File: config.mk
export PLATFORM = sky130hd
export DESIGN_NAME = data_memory_port
export DESIGN_NICKNAME = d
export VERILOG_FILES = /design/src/rtl/data_memory_port.sv
export SDC_FILE = /design/constraint.sdc
export NUM_CORES = 1
export LEC_CHECK = 0
export BUFFER_PORTS_ARGS = -buffer_cell sky130_fd_sc_hd__buf_2
export CAP_MARGIN = 25
export CORE_MARGIN = 3
export CORE_UTILIZATION = 50
export CTS_BUF_LIST = sky130_fd_sc_hd__clkbuf_16
export CTS_CLUSTER_SIZE = 20
export DETAILED_ROUTE_END_ITERATION = 10
export PLACE_DENSITY = 0.93
export SETUP_SLACK_MARGIN = 0.2
export SYNTH_ARGS = -nofsm -noshare
export SYNTH_HDL_FRONTEND = slang
export SYNTH_SLANG_ARGS = --single-unit
File: constraint.sdc
create_clock -name clk -period 8.7 [get_ports clk]
set_input_delay 0.87 -clock clk [delete_from_list [all_inputs] [get_ports clk]]
set_output_delay 0.87 -clock clk [all_outputs]
set_load 0.1 [all_outputs]
File: src/rtl/data_memory_port.sv
// Memory-stage load/store port: aligns M-stage accesses into word-addressed, byte-enabled
// requests, handshakes with the data memory and returns lane-0-aligned, zero-filled load data.
`timescale 1ns/1ps
module data_memory_port #(
    parameter int TIMEOUT = 255
) (
    input  logic        clk,
    input  logic        reset,
    input  logic        MemReadM,
    input  logic        MemWriteM,
    input  logic [2:0]  Funct3M,
    input  logic [31:0] ALUOutM,
    input  logic [31:0] StoreDataM,
    output logic [31:0] MemAddr,
    output logic [31:0] MemWData,
    output logic [3:0]  MemByteEn,
    output logic        MemWe,
    output logic        MemReq,
    input  logic        MemReady,
    input  logic [31:0] MemRData,
    output logic [31:0] DataMemOutM,
    output logic        StallM,
    output logic        AccessDoneM,
    output logic        MisalignedM,
    output logic        BusErrorM
);

    localparam logic [1:0] S_IDLE = 2'd0;
    localparam logic [1:0] S_REQ  = 2'd1;
    localparam logic [1:0] S_DONE = 2'd2;

    localparam logic [7:0] LP_TIMEOUT = 8'(TIMEOUT);

    logic [1:0]  r_state;
    logic [7:0]  r_cnt;
    logic [31:0] r_addr;
    logic [31:0] r_wdata;
    logic [3:0]  r_be;
    logic        r_we;
    logic [1:0]  r_width;
    logic [1:0]  r_off;
    logic [31:0] r_dout;
    logic        r_buserr;

    logic        w_idle;
    logic        w_op;
    logic [1:0]  w_width;
    logic        w_mis;
    logic        w_access;
    logic [3:0]  w_be;
    logic [31:0] w_wdata;
    logic [31:0] w_shifted;
    logic [31:0] w_load;
    logic [7:0]  w_cnt_next;
    logic        w_unused_funct3;

    // Signed/unsigned load variants share a width; extension happens in writeback.
    assign w_width         = Funct3M[1:0];
    assign w_unused_funct3 = Funct3M[2];

    assign w_idle   = (r_state == S_IDLE);
    assign w_op     = MemReadM | MemWriteM;
    assign w_mis    = ((w_width == 2'b01) & ALUOutM[0]) |
                      (w_width[1] & (ALUOutM[1:0] != 2'b00));
    assign w_access = w_idle & w_op & ~w_mis;

    always_comb begin
        w_be    = 4'b1111;
        w_wdata = StoreDataM;
        case (w_width)
            2'b00: begin
                w_be    = 4'b0001 << ALUOutM[1:0];
                w_wdata = {4{StoreDataM[7:0]}};
            end
            2'b01: begin
                w_be    = 4'b0011 << {ALUOutM[1], 1'b0};
                w_wdata = {2{StoreDataM[15:0]}};
            end
            default: begin
                w_be    = 4'b1111;
                w_wdata = StoreDataM;
            end
        endcase
    end

    assign w_shifted = MemRData >> {r_off, 3'b000};

    always_comb begin
        w_load = w_shifted;
        case (r_width)
            2'b00:   w_load = {24'd0, w_shifted[7:0]};
            2'b01:   w_load = {16'd0, w_shifted[15:0]};
            default: w_load = w_shifted;
        endcase
    end

    assign w_cnt_next = r_cnt + 8'd1;

    always_ff @(posedge clk or posedge reset) begin
        if (reset) begin
            r_state  <= S_IDLE;
            r_cnt    <= 8'd0;
            r_addr   <= 32'd0;
            r_wdata  <= 32'd0;
            r_be     <= 4'd0;
            r_we     <= 1'b0;
            r_width  <= 2'd0;
            r_off    <= 2'd0;
            r_dout   <= 32'd0;
            r_buserr <= 1'b0;
        end else begin
            case (r_state)
                S_IDLE: begin
                    r_buserr <= 1'b0;
                    if (w_access) begin
                        r_addr  <= {ALUOutM[31:2], 2'b00};
                        r_wdata <= w_wdata;
                        r_be    <= w_be;
                        r_we    <= MemWriteM;
                        r_width <= w_width;
                        r_off   <= ALUOutM[1:0];
                        r_cnt   <= 8'd0;
                        r_state <= S_REQ;
                    end
                end
                S_REQ: begin
                    // Ready takes priority over an expiring timeout on the same edge.
                    if (MemReady) begin
                        if (!r_we) begin
                            r_dout <= w_load;
                        end
                        r_state <= S_DONE;
                    end else if (w_cnt_next == LP_TIMEOUT) begin
                        r_cnt    <= w_cnt_next;
                        r_buserr <= 1'b1;
                        r_state  <= S_DONE;
                    end else begin
                        r_cnt <= w_cnt_next;
                    end
                end
                S_DONE: begin
                    r_buserr <= 1'b0;
                    r_state  <= S_IDLE;
                end
                default: begin
                    r_buserr <= 1'b0;
                    r_state  <= S_IDLE;
                end
            endcase
        end
    end

    assign MemAddr     = r_addr;
    assign MemWData    = r_wdata;
    assign MemByteEn   = r_be;
    assign MemWe       = r_we;
    assign MemReq      = (r_state == S_REQ);
    assign DataMemOutM = r_dout;
    assign AccessDoneM = (r_state == S_DONE);
    assign BusErrorM   = r_buserr;
    assign MisalignedM = w_idle & w_op & w_mis;
    assign StallM      = w_access | (r_state == S_REQ);

endmodule

# Yosys cells after proc, flatten, opt, wreduce, memory -nomap -nowiden
# Index checks and enable logic that the tools add are counted.
dict set report classes {
  mux 13
  bitwise 10
  n_reduce_logical 10
  n_addsub 1
  eq_ne 9
  shift 3
}
# cell count
set ops {}
lappend ops {{$pmux 32 s2} 2}
lappend ops {{$shr 32x5->32} 1}
lappend ops {{$mux 8} 2}
lappend ops {{$pmux 8 s2} 1}
lappend ops {{$add 8x1->8 const B} 1}
lappend ops {{$eq 8x8->1 const B} 1}
lappend ops {{$pmux 4 s2} 1}
lappend ops {{$eq 2x1->1 const B} 3}
lappend ops {{$logic_not 2->1} 3}
lappend ops {{$mux 2} 3}
lappend ops {{$reduce_and 2->1} 3}
lappend ops {{$reduce_and 3->1} 2}
lappend ops {{$and 1x1->1} 5}
lappend ops {{$ne 2x1->1 const B} 2}
lappend ops {{$pmux 2 s2} 1}
lappend ops {{$reduce_bool 2->1} 2}
lappend ops {{$shl 1x2->4 const A} 1}
lappend ops {{$shl 2x2->4 const A} 1}
lappend ops {{$mux 1} 3}
lappend ops {{$ne 3x1->1 const B} 1}
lappend ops {{$or 1x1->1} 3}
lappend ops {{$eq 2x2->1 const B} 1}
lappend ops {{$ne 2x2->1 const B} 1}
lappend ops {{$not 1->1} 2}
dict set report totals {
  register_bits 114
  word_cells 56
  in_bits 104
}

# Logic depth before layout (Yosys ltp)
dict set report logic_depth {
  word_depth 7
  ltp_mapped 7
  mapped_depth_nobuf 5
}

# Worst setup path after synthesis
# No wires, ideal clock.
dict set report synth_path {
  path_kind {input to output}
  startpoint {in MemWriteM}
  endpoint {out MisalignedM}
  setup_slack_ns 5.155
  stages 4
  arrival_ns 2.675
  path_cell_list {or2_2 clkbuf_1 nand2_1 a21oi_1}
}
dict set report synth_between {
  elab_chain_cells 3
}
# element line_no
set synth_rtl {}
lappend synth_rtl {{start, declared} 10} ;# input logic MemWriteM,
lappend synth_rtl {{$or 1x1->1} 62} ;# assign w_op = MemReadM | MemWriteM;
lappend synth_rtl {{$and 1x1->1 (2 in series)} 161} ;# assign MisalignedM = w_idle & w_op & w_mis;
lappend synth_rtl {{end, declared} 24} ;# output logic MisalignedM,
# No other way between the ends.

# Final worst setup path
dict set report layout_path {
  startpoint {in Funct3M[1]}
  endpoint {out StallM}
}
dict set report layout_between {
  elab_chain_cells 6
}
# element line_no
set layout_rtl {}
lappend layout_rtl {{start, declared} 11} ;# input logic [2:0] Funct3M,
lappend layout_rtl {{$eq 2x1->1} 63} ;# assign w_mis = ((w_width == 2'b01) & ALUOutM[0]) |
lappend layout_rtl {{$and 1x1->1} 63}
lappend layout_rtl {{$or 1x1->1 (*)} 63}
lappend layout_rtl {{$not 1->1 (*)} 65} ;# assign w_access = w_idle & w_op & ~w_mis;
lappend layout_rtl {{$and 1x1->1 (*)} 65}
lappend layout_rtl {{$or 1x1->1 (*)} 162} ;# assign StallM = w_access | (r_state == S_REQ);
lappend layout_rtl {{end, declared} 22} ;# output logic StallM,
# Mark *: on every way between the ends. The rest lies on a longest branch, timed or not.

==> results.md <==
* Max incr delay on CP at 0.83 ns
* Post-Place Worst Slack at 4.919 ns
* Drt first pass iters at 5
* Netlist cell types at 48
* CP required at 7.83 ns
* Crit path cell chain: buf_2 -> o21ai_1 -> and4_2 -> or2_2 -> buf_2
* Ys Warns at 0
* Yosys reg bits at 114
* Metal3 WL at between 1000 and 1500 um
* Fin crit period at around 3.8 ns
* Num CTS Buffers at 17
* RSZ-0062 raised after global routing: no
* Post-route ant nets at 0
* Reg2Reg Depth at 4
* Reg2reg end: MemByteEn[3]$_DFFE_PP0P_
* Worst setup EP type: output port
* Final setup margin at 4.922 ns
* Clock H-tree levels at 4
* Clock root buffer master: clkbuf_16
* CTS tree: yes
* CTS Buffer Depth at 2
* Mux cell area share after synthesis at a little under a tenth
* Topmost layer with routed signal wires: met4
* Mapped cell area at approximately 5300 um^2
* Worst path slowest cell: and4_2
* Setup Skew at 0.009248 ns
* Clock sinks at around 110
* Largest family of logic cells by synthesized area: simple AND/OR/NAND/NOR gates
* FF-to-FF Start: r_state[1]$_DFFE_PP0P_
* Crit path max fanout at between 40 and 50
* Worst min path class: reg2reg
* Drt first-iter violations at about 380
* Post-Synth Adder-Cell Area at 0.4740%
* Register area share after synthesis at a little over half
* XOR/XNOR Fraction of Synth Area at 0.6637%
* Cells after Synth at 551
* Slew margin rel. at about two fifths
* Routed wl met2 at 7353 um
* Setup crit end: StallM
* Post-synth ARST share at 100.0%
* Flop-to-flop setup slack at 6.72 ns
* Fraction of layout cells with a size suffix above 1 at 33.69%
* Mean Syn Cell Area at 9.580 um^2
* Setup TNS at 0 ns
* Max Fclk at 0.2647 GHz
* Initial antenna violation count at 0
* I/O pins at 210
* DRC errors left at 0
* Ys flop type: dfrtp_1
* Metal1 wirelength at 5785 um
* HPWL after DPL at around 11000 um
* Inserted Diodes at 0
* Compound-Gate Fraction of Synth Area at 13.27%
* Worst slew pin tran at 0.8718 ns
* Post-synth EDFFs at 0
* Layout Area Growth over Synthesis at 30.72%
* Die width at 108.8 um
* Resized cells post-CTS at 0
* Setup-failing EPs final at 0
* Final Hold Viols at 0
* Vias at 4800
* Average wire per standard cell at 16.39 um
* Layout net count at 853
* Most frequent cells in the layout: buf_2, nand2_1, dfrtp_1
* Via density at between 5 and 6
* Arr. time, crit path at 2.91 ns
* Cell repeated most along the worst path: buf_2
* Reg clk slew, reported paths at 0.05 ns
* Row cnt at 36
* Period utilisation layout at 43.42%
* Post-CTS Setup Bufs at 0
* Status: complete, no violations
* Slew Limit Fails at 0
* Min Hold Slack at around 0.47 ns
* Gr usage total at between 20% and 30%
* Die area at ~12000 um^2
* First-pass GRT wire length at roughly 23000 um
* WS Path Type: in2out
* Commonest non-fill, non-tap cell in the layout: buf_2
* Number of global-route vias before repair at roughly 4700
* Initial Util at between 50% and 60%
* RD Place Congestion at 0.8549
* Final wirelength at 14580 um
* Core area at 10000 um^2
* GR Overflow Total at 0
* Clock latency on the worst-skew pair at 0.40 ns
* Critical Path Start Type: input pin
* Die Span Y at between 100 and 150 um
* Largest net degree at the start of global routing at 70
* Simple-gate share of the synthesized area at a little under a fifth
* CTS Hold Bufs at 0
* Setup crit start: Funct3M[1]
* IO buf count at 206
* MaxCap Viol Count at 0
==> cell usage after synthesis (2+ instances only) <==
master	count	area, um^2
nand2_1	172	645.6
ha_1	2	25.02
nor4_1	2	12.51
o31ai_1	2	15.01
a32oi_1	2	17.52
clkbuf_1	10	37.54
inv_1	5	18.77
nand3_1	7	35.03
a21oi_1	20	100.1
mux2i_1	40	400.4
mux2_2	8	90.09
nor2_1	14	52.55
and4_1	2	17.52
a22o_1	16	140.1
buf_1	4	15.01
nor2b_1	11	68.82
buf_4	3	22.52
a211oi_1	8	60.06
or2_2	5	31.28
xor2_1	2	17.52
dfrtp_1	114	2853
and2_1	3	18.77
nand4_1	3	18.77
buf_2	18	90.09
xnor2_1	2	17.52
o21ai_0	54	270.3
==> final cells by class <==
type	count	area, um^2
clock inverter	12	102.6
fill	800	3099
tap	133	166.4
inverter	5	21.27
sequential	114	2853
clock buffer	17	425.4
timing repair buffer	212	1096
multi-input combinational	397	2236
==> critical path, delay by kind of cell <==
kind	cells	cell delay, ns
and+or+nand+nor	2	1.05
AOI/OAI and AO/OA	1	0.26
buffers and inverters	2	0.72
==> flip-flops by register name, indices dropped and copies added (netlist names) <==
name         flops
r_width          2
MemWe            1
r_state          2
MemByteEn        4
BusErrorM        1
r_cnt            8
DataMemOutM     32
MemAddr         30
MemWData        32
r_off            2
==> metal layers <==
metal | GRT usage (%) | up-vias
met3 | 5.447 | 31
met2 | 41.79 | 213
li1 | - | 2272
met1 | 30.57 | 2284
met5 | 0 | -
met4 | 10.01 | 0
==> per-stage QoR <==
| step | instances | instance area [um^2] | util (%) |
|---|---|---|---|
| final | 890 | 6900 | 69.01 |
| after global routing | 890 | 6900 | 69.01 |
| after CTS | 889 | 6873 | 68.73 |
| after global placement | 860 | 6345 | 63.45 |
| after detailed placement | 860 | 6345 | 63.45 |
| after floorplan | 552 | 5283 | - |
==> cell families after synthesis <==
family	count (synthesis)
buf+inv	41
flops	114
compound gates	114
fa+ha+maj	2
simple gates	227
mux	48
xor+xnor	4
other cells	1
==> worst min-delay path by stage <==
stage / startpoint / endpoint / slack (ns) / depth (start not counted)
after floorplan: r_width[0]$_DFFE_PP0P_ / r_width[0]$_DFFE_PP0P_ / 0.45 / 2
after global placement: MemAddr[22]$_DFFE_PP0P_ / MemAddr[22]$_DFFE_PP0P_ / 0.45 / 2
after detailed placement: MemAddr[21]$_DFFE_PP0P_ / MemAddr[21]$_DFFE_PP0P_ / 0.46 / 2
after CTS: MemAddr[21]$_DFFE_PP0P_ / MemAddr[21]$_DFFE_PP0P_ / 0.47 / 2
after global routing: MemWData[3]$_DFFE_PP0P_ / MemWData[3]$_DFFE_PP0P_ / 0.48 / 2
final: MemAddr[21]$_DFFE_PP0P_ / MemAddr[21]$_DFFE_PP0P_ / 0.47 / 2
Power is not shown: default switching activity piles up to over one toggle a cycle in this logic, so the estimate is an artifact.
